File: config.mk
export PLATFORM = sky130hd
export DESIGN_NAME = mem_port_arbiter_flat
export DESIGN_NICKNAME = d
export VERILOG_FILES = /design/src/rtl/mem_port_arbiter_if.sv /design/src/rtl/mem_port_arbiter.sv /design/src/flat_wrapper.sv
export SDC_FILE = /design/constraint.sdc
export NUM_CORES = 1
export LEC_CHECK = 0
export ABC_AREA = 1
export CAP_MARGIN = 5
export CORE_ASPECT_RATIO = 0.75
export CORE_MARGIN = 4
export CORE_UTILIZATION = 30
export DETAILED_ROUTE_END_ITERATION = 12
export GPL_TIMING_DRIVEN = 0
export PLACE_DENSITY = 0.7
export SLEW_MARGIN = 10
export SYNTH_ARGS = -nofsm -noshare
export SYNTH_HDL_FRONTEND = slang
export SYNTH_SLANG_ARGS = --single-unit
File: constraint.sdc
create_clock -name clk -period 2.2 [get_ports clk]
set_input_delay 0.55 -clock clk [delete_from_list [all_inputs] [get_ports clk]]
set_output_delay 0.55 -clock clk [all_outputs]
set_load 0.005 [all_outputs]
File: src/rtl/mem_port_arbiter_if.sv
// Requester, memory and status signals of the fetch/data memory-port arbiter.
interface mem_port_arbiter_if #(
   parameter int unsigned ADDR_W = 32,
   parameter int unsigned DATA_W = 32
);
   localparam int unsigned STRB_W = DATA_W / 8;

   // fetch (IF) requester
   logic              if_req;
   logic [ADDR_W-1:0] if_addr;
   logic              if_flush;
   logic              if_gnt;
   logic              if_rvalid;
   logic [DATA_W-1:0] if_rdata;

   // data (DM) requester
   logic              dm_req;
   logic              dm_we;
   logic [ADDR_W-1:0] dm_addr;
   logic [DATA_W-1:0] dm_wdata;
   logic [STRB_W-1:0] dm_wstrb;
   logic              dm_gnt;
   logic              dm_rvalid;
   logic [DATA_W-1:0] dm_rdata;

   // single-ported memory
   logic              mem_req;
   logic              mem_we;
   logic [ADDR_W-1:0] mem_addr;
   logic [DATA_W-1:0] mem_wdata;
   logic [STRB_W-1:0] mem_wstrb;
   logic              mem_ack;
   logic [DATA_W-1:0] mem_rdata;

   // status
   logic              err;

   // arbiter side
   modport slave (
      input  if_req, if_addr, if_flush,
      input  dm_req, dm_we, dm_addr, dm_wdata, dm_wstrb,
      input  mem_ack, mem_rdata,
      output if_gnt, if_rvalid, if_rdata,
      output dm_gnt, dm_rvalid, dm_rdata,
      output mem_req, mem_we, mem_addr, mem_wdata, mem_wstrb,
      output err
   );

   // environment side: requesters plus memory model
   modport master (
      output if_req, if_addr, if_flush,
      output dm_req, dm_we, dm_addr, dm_wdata, dm_wstrb,
      output mem_ack, mem_rdata,
      input  if_gnt, if_rvalid, if_rdata,
      input  dm_gnt, dm_rvalid, dm_rdata,
      input  mem_req, mem_we, mem_addr, mem_wdata, mem_wstrb,
      input  err
   );
endinterface

File: src/rtl/mem_port_arbiter.sv
// Shares one single-ported memory between fetch (IF) and data (DM) requesters.
// DM has priority; a starvation counter forces an IF grant after STARVE_LIMIT
// back-to-back DM grants with a fetch waiting. One transaction in flight.
module mem_port_arbiter #(
   parameter int unsigned ADDR_W         = 32,
   parameter int unsigned DATA_W         = 32,
   parameter int unsigned STARVE_LIMIT   = 4,
   parameter int unsigned TIMEOUT_CYCLES = 64
) (
   input  logic             clk,
   input  logic             reset,
   mem_port_arbiter_if.slave bus
);
   localparam int unsigned STRB_W   = DATA_W / 8;
   localparam int unsigned STARVE_W = $clog2(STARVE_LIMIT + 1);
   localparam int unsigned WAIT_W   = $clog2(TIMEOUT_CYCLES + 1);

   typedef enum logic [1:0] {
      IDLE   = 2'd0,
      BUSY_I = 2'd1,
      BUSY_D = 2'd2
   } state_t;

   state_t              state;
   logic [STARVE_W-1:0] starve_cnt;
   logic [WAIT_W-1:0]   wait_cnt;
   logic                drop;
   logic                err_q;
   logic                mem_req_q;
   logic                mem_we_q;
   logic [ADDR_W-1:0]   mem_addr_q;
   logic [DATA_W-1:0]   mem_wdata_q;
   logic [STRB_W-1:0]   mem_wstrb_q;

   logic starve_hit_c;
   logic dm_gnt_c;
   logic if_gnt_c;
   logic busy_c;
   logic timeout_c;
   logic done_c;
   logic dm_rvalid_c;
   logic if_rvalid_c;

   // IDLE arbitration: DM wins unless a waiting fetch has been starved long enough
   assign starve_hit_c = bus.if_req && (starve_cnt == STARVE_W'(STARVE_LIMIT));
   assign dm_gnt_c     = !reset && (state == IDLE) && bus.dm_req && !starve_hit_c;
   assign if_gnt_c     = !reset && (state == IDLE) && bus.if_req && !dm_gnt_c;

   // completion: memory ack, or the wait counter expiring on its last cycle
   assign busy_c      = (state == BUSY_I) || (state == BUSY_D);
   assign timeout_c   = !reset && busy_c && !bus.mem_ack &&
                        (wait_cnt == WAIT_W'(TIMEOUT_CYCLES - 1));
   assign done_c      = !reset && busy_c && (bus.mem_ack || timeout_c);
   assign dm_rvalid_c = done_c && (state == BUSY_D);
   assign if_rvalid_c = done_c && (state == BUSY_I) && !drop && !bus.if_flush;

   // requester-side outputs; read data is zero unless a real load/fetch ack
   assign bus.dm_gnt    = dm_gnt_c;
   assign bus.if_gnt    = if_gnt_c;
   assign bus.dm_rvalid = dm_rvalid_c;
   assign bus.if_rvalid = if_rvalid_c;
   assign bus.dm_rdata  = (dm_rvalid_c && bus.mem_ack && !mem_we_q) ? bus.mem_rdata : '0;
   assign bus.if_rdata  = (if_rvalid_c && bus.mem_ack) ? bus.mem_rdata : '0;

   // memory-side and status outputs straight from registers
   assign bus.mem_req   = mem_req_q;
   assign bus.mem_we    = mem_we_q;
   assign bus.mem_addr  = mem_addr_q;
   assign bus.mem_wdata = mem_wdata_q;
   assign bus.mem_wstrb = mem_wstrb_q;
   assign bus.err       = err_q;

   // state, payload capture, starvation/wait counters and sticky error
   always_ff @(posedge clk) begin
      if (reset) begin
         state       <= IDLE;
         starve_cnt  <= '0;
         wait_cnt    <= '0;
         drop        <= 1'b0;
         err_q       <= 1'b0;
         mem_req_q   <= 1'b0;
         mem_we_q    <= 1'b0;
         mem_addr_q  <= '0;
         mem_wdata_q <= '0;
         mem_wstrb_q <= '0;
      end else begin
         case (state)
            IDLE: begin
               wait_cnt <= '0;
               drop     <= 1'b0;
               if (dm_gnt_c) begin
                  state       <= BUSY_D;
                  mem_req_q   <= 1'b1;
                  mem_we_q    <= bus.dm_we;
                  mem_addr_q  <= bus.dm_addr;
                  mem_wdata_q <= bus.dm_wdata;
                  mem_wstrb_q <= bus.dm_wstrb;
                  if (!bus.if_req) begin
                     starve_cnt <= '0;
                  end else if (starve_cnt != STARVE_W'(STARVE_LIMIT)) begin
                     starve_cnt <= starve_cnt + STARVE_W'(1);
                  end
               end else if (if_gnt_c) begin
                  state       <= BUSY_I;
                  mem_req_q   <= 1'b1;
                  mem_we_q    <= 1'b0;
                  mem_addr_q  <= bus.if_addr;
                  mem_wdata_q <= '0;
                  mem_wstrb_q <= '0;
                  starve_cnt  <= '0;
               end
            end
            BUSY_I, BUSY_D: begin
               if ((state == BUSY_I) && bus.if_flush) begin
                  drop <= 1'b1;
               end
               if (done_c) begin
                  state     <= IDLE;
                  mem_req_q <= 1'b0;
                  drop      <= 1'b0;
                  if (timeout_c) begin
                     err_q <= 1'b1;
                  end
               end else begin
                  wait_cnt <= wait_cnt + WAIT_W'(1);
               end
            end
            default: begin
               state     <= IDLE;
               mem_req_q <= 1'b0;
            end
         endcase
      end
   end
endmodule
File: src/flat_wrapper.sv
// flat-port wrapper written by rule: the top's interface ports become plain ports
module mem_port_arbiter_flat 
#(
   parameter int unsigned ADDR_W         = 32,
   parameter int unsigned DATA_W         = 32,
   parameter int unsigned STARVE_LIMIT   = 4,
   parameter int unsigned TIMEOUT_CYCLES = 64
)
  (clk, reset, bus_if_req, bus_if_addr, bus_if_flush, bus_dm_req, bus_dm_we, bus_dm_addr, bus_dm_wdata, bus_dm_wstrb, bus_mem_ack, bus_mem_rdata, bus_if_gnt, bus_if_rvalid, bus_if_rdata, bus_dm_gnt, bus_dm_rvalid, bus_dm_rdata, bus_mem_req, bus_mem_we, bus_mem_addr, bus_mem_wdata, bus_mem_wstrb, bus_err);
  mem_port_arbiter_if #(.ADDR_W(ADDR_W), .DATA_W(DATA_W)) bus_i ();
  input  logic clk;
  input  logic reset;
  input wire logic [$bits(bus_i.if_req)-1:0] bus_if_req;
  input wire logic [$bits(bus_i.if_addr)-1:0] bus_if_addr;
  input wire logic [$bits(bus_i.if_flush)-1:0] bus_if_flush;
  input wire logic [$bits(bus_i.dm_req)-1:0] bus_dm_req;
  input wire logic [$bits(bus_i.dm_we)-1:0] bus_dm_we;
  input wire logic [$bits(bus_i.dm_addr)-1:0] bus_dm_addr;
  input wire logic [$bits(bus_i.dm_wdata)-1:0] bus_dm_wdata;
  input wire logic [$bits(bus_i.dm_wstrb)-1:0] bus_dm_wstrb;
  input wire logic [$bits(bus_i.mem_ack)-1:0] bus_mem_ack;
  input wire logic [$bits(bus_i.mem_rdata)-1:0] bus_mem_rdata;
  output wire logic [$bits(bus_i.if_gnt)-1:0] bus_if_gnt;
  output wire logic [$bits(bus_i.if_rvalid)-1:0] bus_if_rvalid;
  output wire logic [$bits(bus_i.if_rdata)-1:0] bus_if_rdata;
  output wire logic [$bits(bus_i.dm_gnt)-1:0] bus_dm_gnt;
  output wire logic [$bits(bus_i.dm_rvalid)-1:0] bus_dm_rvalid;
  output wire logic [$bits(bus_i.dm_rdata)-1:0] bus_dm_rdata;
  output wire logic [$bits(bus_i.mem_req)-1:0] bus_mem_req;
  output wire logic [$bits(bus_i.mem_we)-1:0] bus_mem_we;
  output wire logic [$bits(bus_i.mem_addr)-1:0] bus_mem_addr;
  output wire logic [$bits(bus_i.mem_wdata)-1:0] bus_mem_wdata;
  output wire logic [$bits(bus_i.mem_wstrb)-1:0] bus_mem_wstrb;
  output wire logic [$bits(bus_i.err)-1:0] bus_err;
  assign bus_i.if_req = bus_if_req;
  assign bus_i.if_addr = bus_if_addr;
  assign bus_i.if_flush = bus_if_flush;
  assign bus_i.dm_req = bus_dm_req;
  assign bus_i.dm_we = bus_dm_we;
  assign bus_i.dm_addr = bus_dm_addr;
  assign bus_i.dm_wdata = bus_dm_wdata;
  assign bus_i.dm_wstrb = bus_dm_wstrb;
  assign bus_i.mem_ack = bus_mem_ack;
  assign bus_i.mem_rdata = bus_mem_rdata;
  assign bus_if_gnt = bus_i.if_gnt;
  assign bus_if_rvalid = bus_i.if_rvalid;
  assign bus_if_rdata = bus_i.if_rdata;
  assign bus_dm_gnt = bus_i.dm_gnt;
  assign bus_dm_rvalid = bus_i.dm_rvalid;
  assign bus_dm_rdata = bus_i.dm_rdata;
  assign bus_mem_req = bus_i.mem_req;
  assign bus_mem_we = bus_i.mem_we;
  assign bus_mem_addr = bus_i.mem_addr;
  assign bus_mem_wdata = bus_i.mem_wdata;
  assign bus_mem_wstrb = bus_i.mem_wstrb;
  assign bus_err = bus_i.err;
  mem_port_arbiter #(.ADDR_W(ADDR_W), .DATA_W(DATA_W), .STARVE_LIMIT(STARVE_LIMIT), .TIMEOUT_CYCLES(TIMEOUT_CYCLES)) u_core (.clk(clk), .reset(reset), .bus(bus_i));
endmodule
==> impl_metrics.tcl <==
set metrics [dict create \
    start_util_pct 30.7 \
    crit_buf_inv 5 \
    layout-drive-gt1-share_pct 25.4 \
    grt.met1_usage_pct 22.3 \
    cts_buffers 9 \
    arrival_ns 2.05 \
    worst_slack_ns -0.395 \
    drt_iter0_drc 180 \
    vias 4766 \
    final_common_cell "clkdlybuf4s50_1" \
    hold_path_class "reg -> reg" \
    yosysSeqAreaShare_pct 42.1 \
    cp-end-kind "output pin" \
    clockBufferDepth 2 \
    syn_inst 564 \
    gr-usage-met3_pct 7.12 \
    crit_required_ns 1.65 \
    rsz0062_at_grt "yes" \
    fin_skew_ns 0.00630 \
    vdd_drop_max_mv 0.525 \
    netlist_area_um2 4000 \
    clock_sinks 84 \
    grt_max_degree 15 \
    final_core_util_pct 59.3 \
    place_ws_ns -1.06 \
    path_clk_slew_ns 0.06 \
    io_pins 278 \
    nNetsFinal 1037 \
    htree_levels 3 \
    start_kind "register" \
    fin_crit_sh_pct 118 \
    antenna_found_initial 2 \
    grt_pass1_vias 4830 \
    rows 36 \
    grt_overflow 0 \
    critPathTopFamily "simple AND/OR/NAND/NOR gates" \
    drtAntennaViolNets 0 \
    finalHoldViolCount 0 \
    worst_path_largest_cell_delay_ns 0.33 \
    dieArea_um2 15300 \
    totalWireLength_um 16200 \
    layout_common_cells "206 x clkdlybuf4s50_1, 163 x nand2_1, 80 x dfxtp_1, 65 x buf_2, 47 x inv_1" \
    cp_max_fo 6 \
    cap_violations 0 \
    regArea_um2 1690 \
    ys_types 26 \
    place.gp.congestion 0.818 \
    crit_chain "inv_2, ha_4, inv_4, nor2_4, nand2_4, nor3_4, nand2_4, buf_8, buf_6, nor2_4, buf_2" \
    dp_hpwl_um 12000 \
    grt.busiest_layer "met2" \
    post-route-min-period_ns 2.60 \
    coreArea_um2 13000 \
    drc 0 \
    synth_area_per_cell_um2 7.09 \
    insertion_delay_ns 0.33 \
    cts_tree "yes" \
    slew_violations 0 \
    maxSlewHeadroom_pct 63.1 \
    wl_per_cell_um 15.2 \
    multi_input_area_um2 2200 \
    die_width_um 141 \
    die_h_um 108 \
    grt_usage_pct 20.1 \
    port-buffer-count 277 \
    use_met2_pct 36.7 \
    p_leak_nw 3.32 \
    root_buffer "clkbuf_16" \
    tightest_slew_ns 0.553 \
    slowest_stage "dfxtp_2" \
    critPathKind "reg -> out" \
    ys_ff_latch 84 \
    power.density_nw_per_um2 667 \
    grt_first_pass_wirelength_um 24500 \
    final-setup-viol-count 64 \
    syn2layout_area_growth_pct 93.1 \
    yosysWarnings 0 \
    syn_nets 710 \
    viasPerCell 4.46 \
    violations "setup timing" \
    dr.pass1.iters 4 \
    max_freq_mhz 385 \
    nFillCells 1199 \
    status "complete, but fails checks" \
]
[worst register-to-register path, delay by kind of cell, from the launching register on]
family / cells / cell delay, ns
buffers and inverters: 5 / 0.77
and+or+nand+nor: 4 / 0.39
DFF: 1 / 0.32
AOI/OAI and AO/OA: 2 / 0.27
adders and majority gates: 1 / 0.16
[timing repair]
action	CTS	global route
endpoints found under the setup margin	68	84
gates cloned	4	0
pin swaps	14	15
hold buffers	0	0
setup buffers	37	8
resized for setup	320	85
[path summary, 6_finish.rpt]
check	from	end	slack (ns)	cells after the start
worst min register to register	u_core.bus.mem_wstrb[3]$_SDFFE_PP0P_	u_core.bus.mem_wstrb[3]$_SDFFE_PP0P_	0.46	2
worst min-delay path	u_core.bus.mem_wstrb[3]$_SDFFE_PP0P_	u_core.bus.mem_wstrb[3]$_SDFFE_PP0P_	0.46	2
worst max-delay path	u_core.state[1]$_SDFFE_PP0P_	bus_if_rdata[6]	-0.40	11
worst max register to register	u_core.state[0]$_SDFFE_PP0P_	u_core.bus.mem_addr[13]$_SDFFE_PP0P_	0.19	12
[cells by family after synthesis]
| group | Yosys count | synth area share (%) |
|---|---|---|
| and+or+nand+nor | 263 | 29.3 |
| buffers and inverters | 89 | 9.67 |
| DFF | 84 | 42.1 |
| AOI/OAI and AO/OA | 117 | 15.9 |
| xor gates and xnor gates | 4 | 0.876 |
| adders and majority gates | 7 | 2.19 |
[synth_stat cells (all sizes together)]
cell type,n,area share [%]
a22oi,1,0.19
ha,7,2.2
inv,52,4.9
nor2,81,11
o21a,1,0.19
nor3,3,0.66
o21ai,38,4.8
clkbuf,13,1.2
buf,24,3.6
nand3,9,1.1
a41oi,1,0.22
xnor2,1,0.22
nand2,170,16
a21oi,44,5.5
xor2,3,0.66
dfxtp,84,42
a31oi,32,5.0
[routing by layer]
| layer | part of all wire [%] | wire [um] |
|---|---|---|
| met1 | 39 | 6310 |
| met5 | 0 | 0 |
| met2 | 50 | 8130 |
| met4 | 1.7 | 269 |
| met3 | 9.5 | 1540 |
[per-stage QoR]
step	instances	area (um^2)	hold WS (ns)	power, W	TNS [ns]
after floorplan	564	4000	0.436	0.00263	0
after global placement	1012	6990	0.445	0.00357	-67.28
after detailed placement	1012	6990	0.450	0.00357	-68.96
after CTS	1066	7570	0.459	0.00519	-21.64
after global routing	1068	7720	0.476	0.00549	-25.39
final	1069	7720	0.460	0.00515	-18.26
[registers in the layout, summed over array words and instances, names as in the netlist]
| signal | count |
|---|---|
| u_core.bus.mem_wdata | 32 |
| u_core.bus.mem_addr | 32 |
| u_core.bus.mem_req | 1 |
| u_core.state | 2 |
| u_core.wait_cnt | 7 |
| u_core.bus.mem_we | 1 |
| u_core.starve_cnt | 3 |
| u_core.bus.err | 1 |
| u_core.bus.mem_wstrb | 4 |
| u_core.drop | 1 |
[cell type report]
| cell class | instances | area share (%) |
|---|---|---|
| repair buffers | 320 | 38.0 |
| multi-input cells | 391 | 28.5 |
| repair inverters | 1 | 0.0810 |
| flip-flops and latches | 84 | 21.9 |
| diodes | 3 | 0.0972 |
| inverters | 52 | 2.66 |
| clock buffers | 11 | 3.14 |
| clock inverters | 4 | 0.437 |
| plain buffers | 32 | 2.48 |
| well taps | 171 | 2.77 |
[where the power goes]
group          internal, W  leakage (nW)  switching [W]
Sequential         0.00177         0.690       0.000122
Combinational     0.000969          2.50       0.000873
Clock             0.000800         0.133       0.000620
Note: power is estimated with default switching activity, not from simulation.
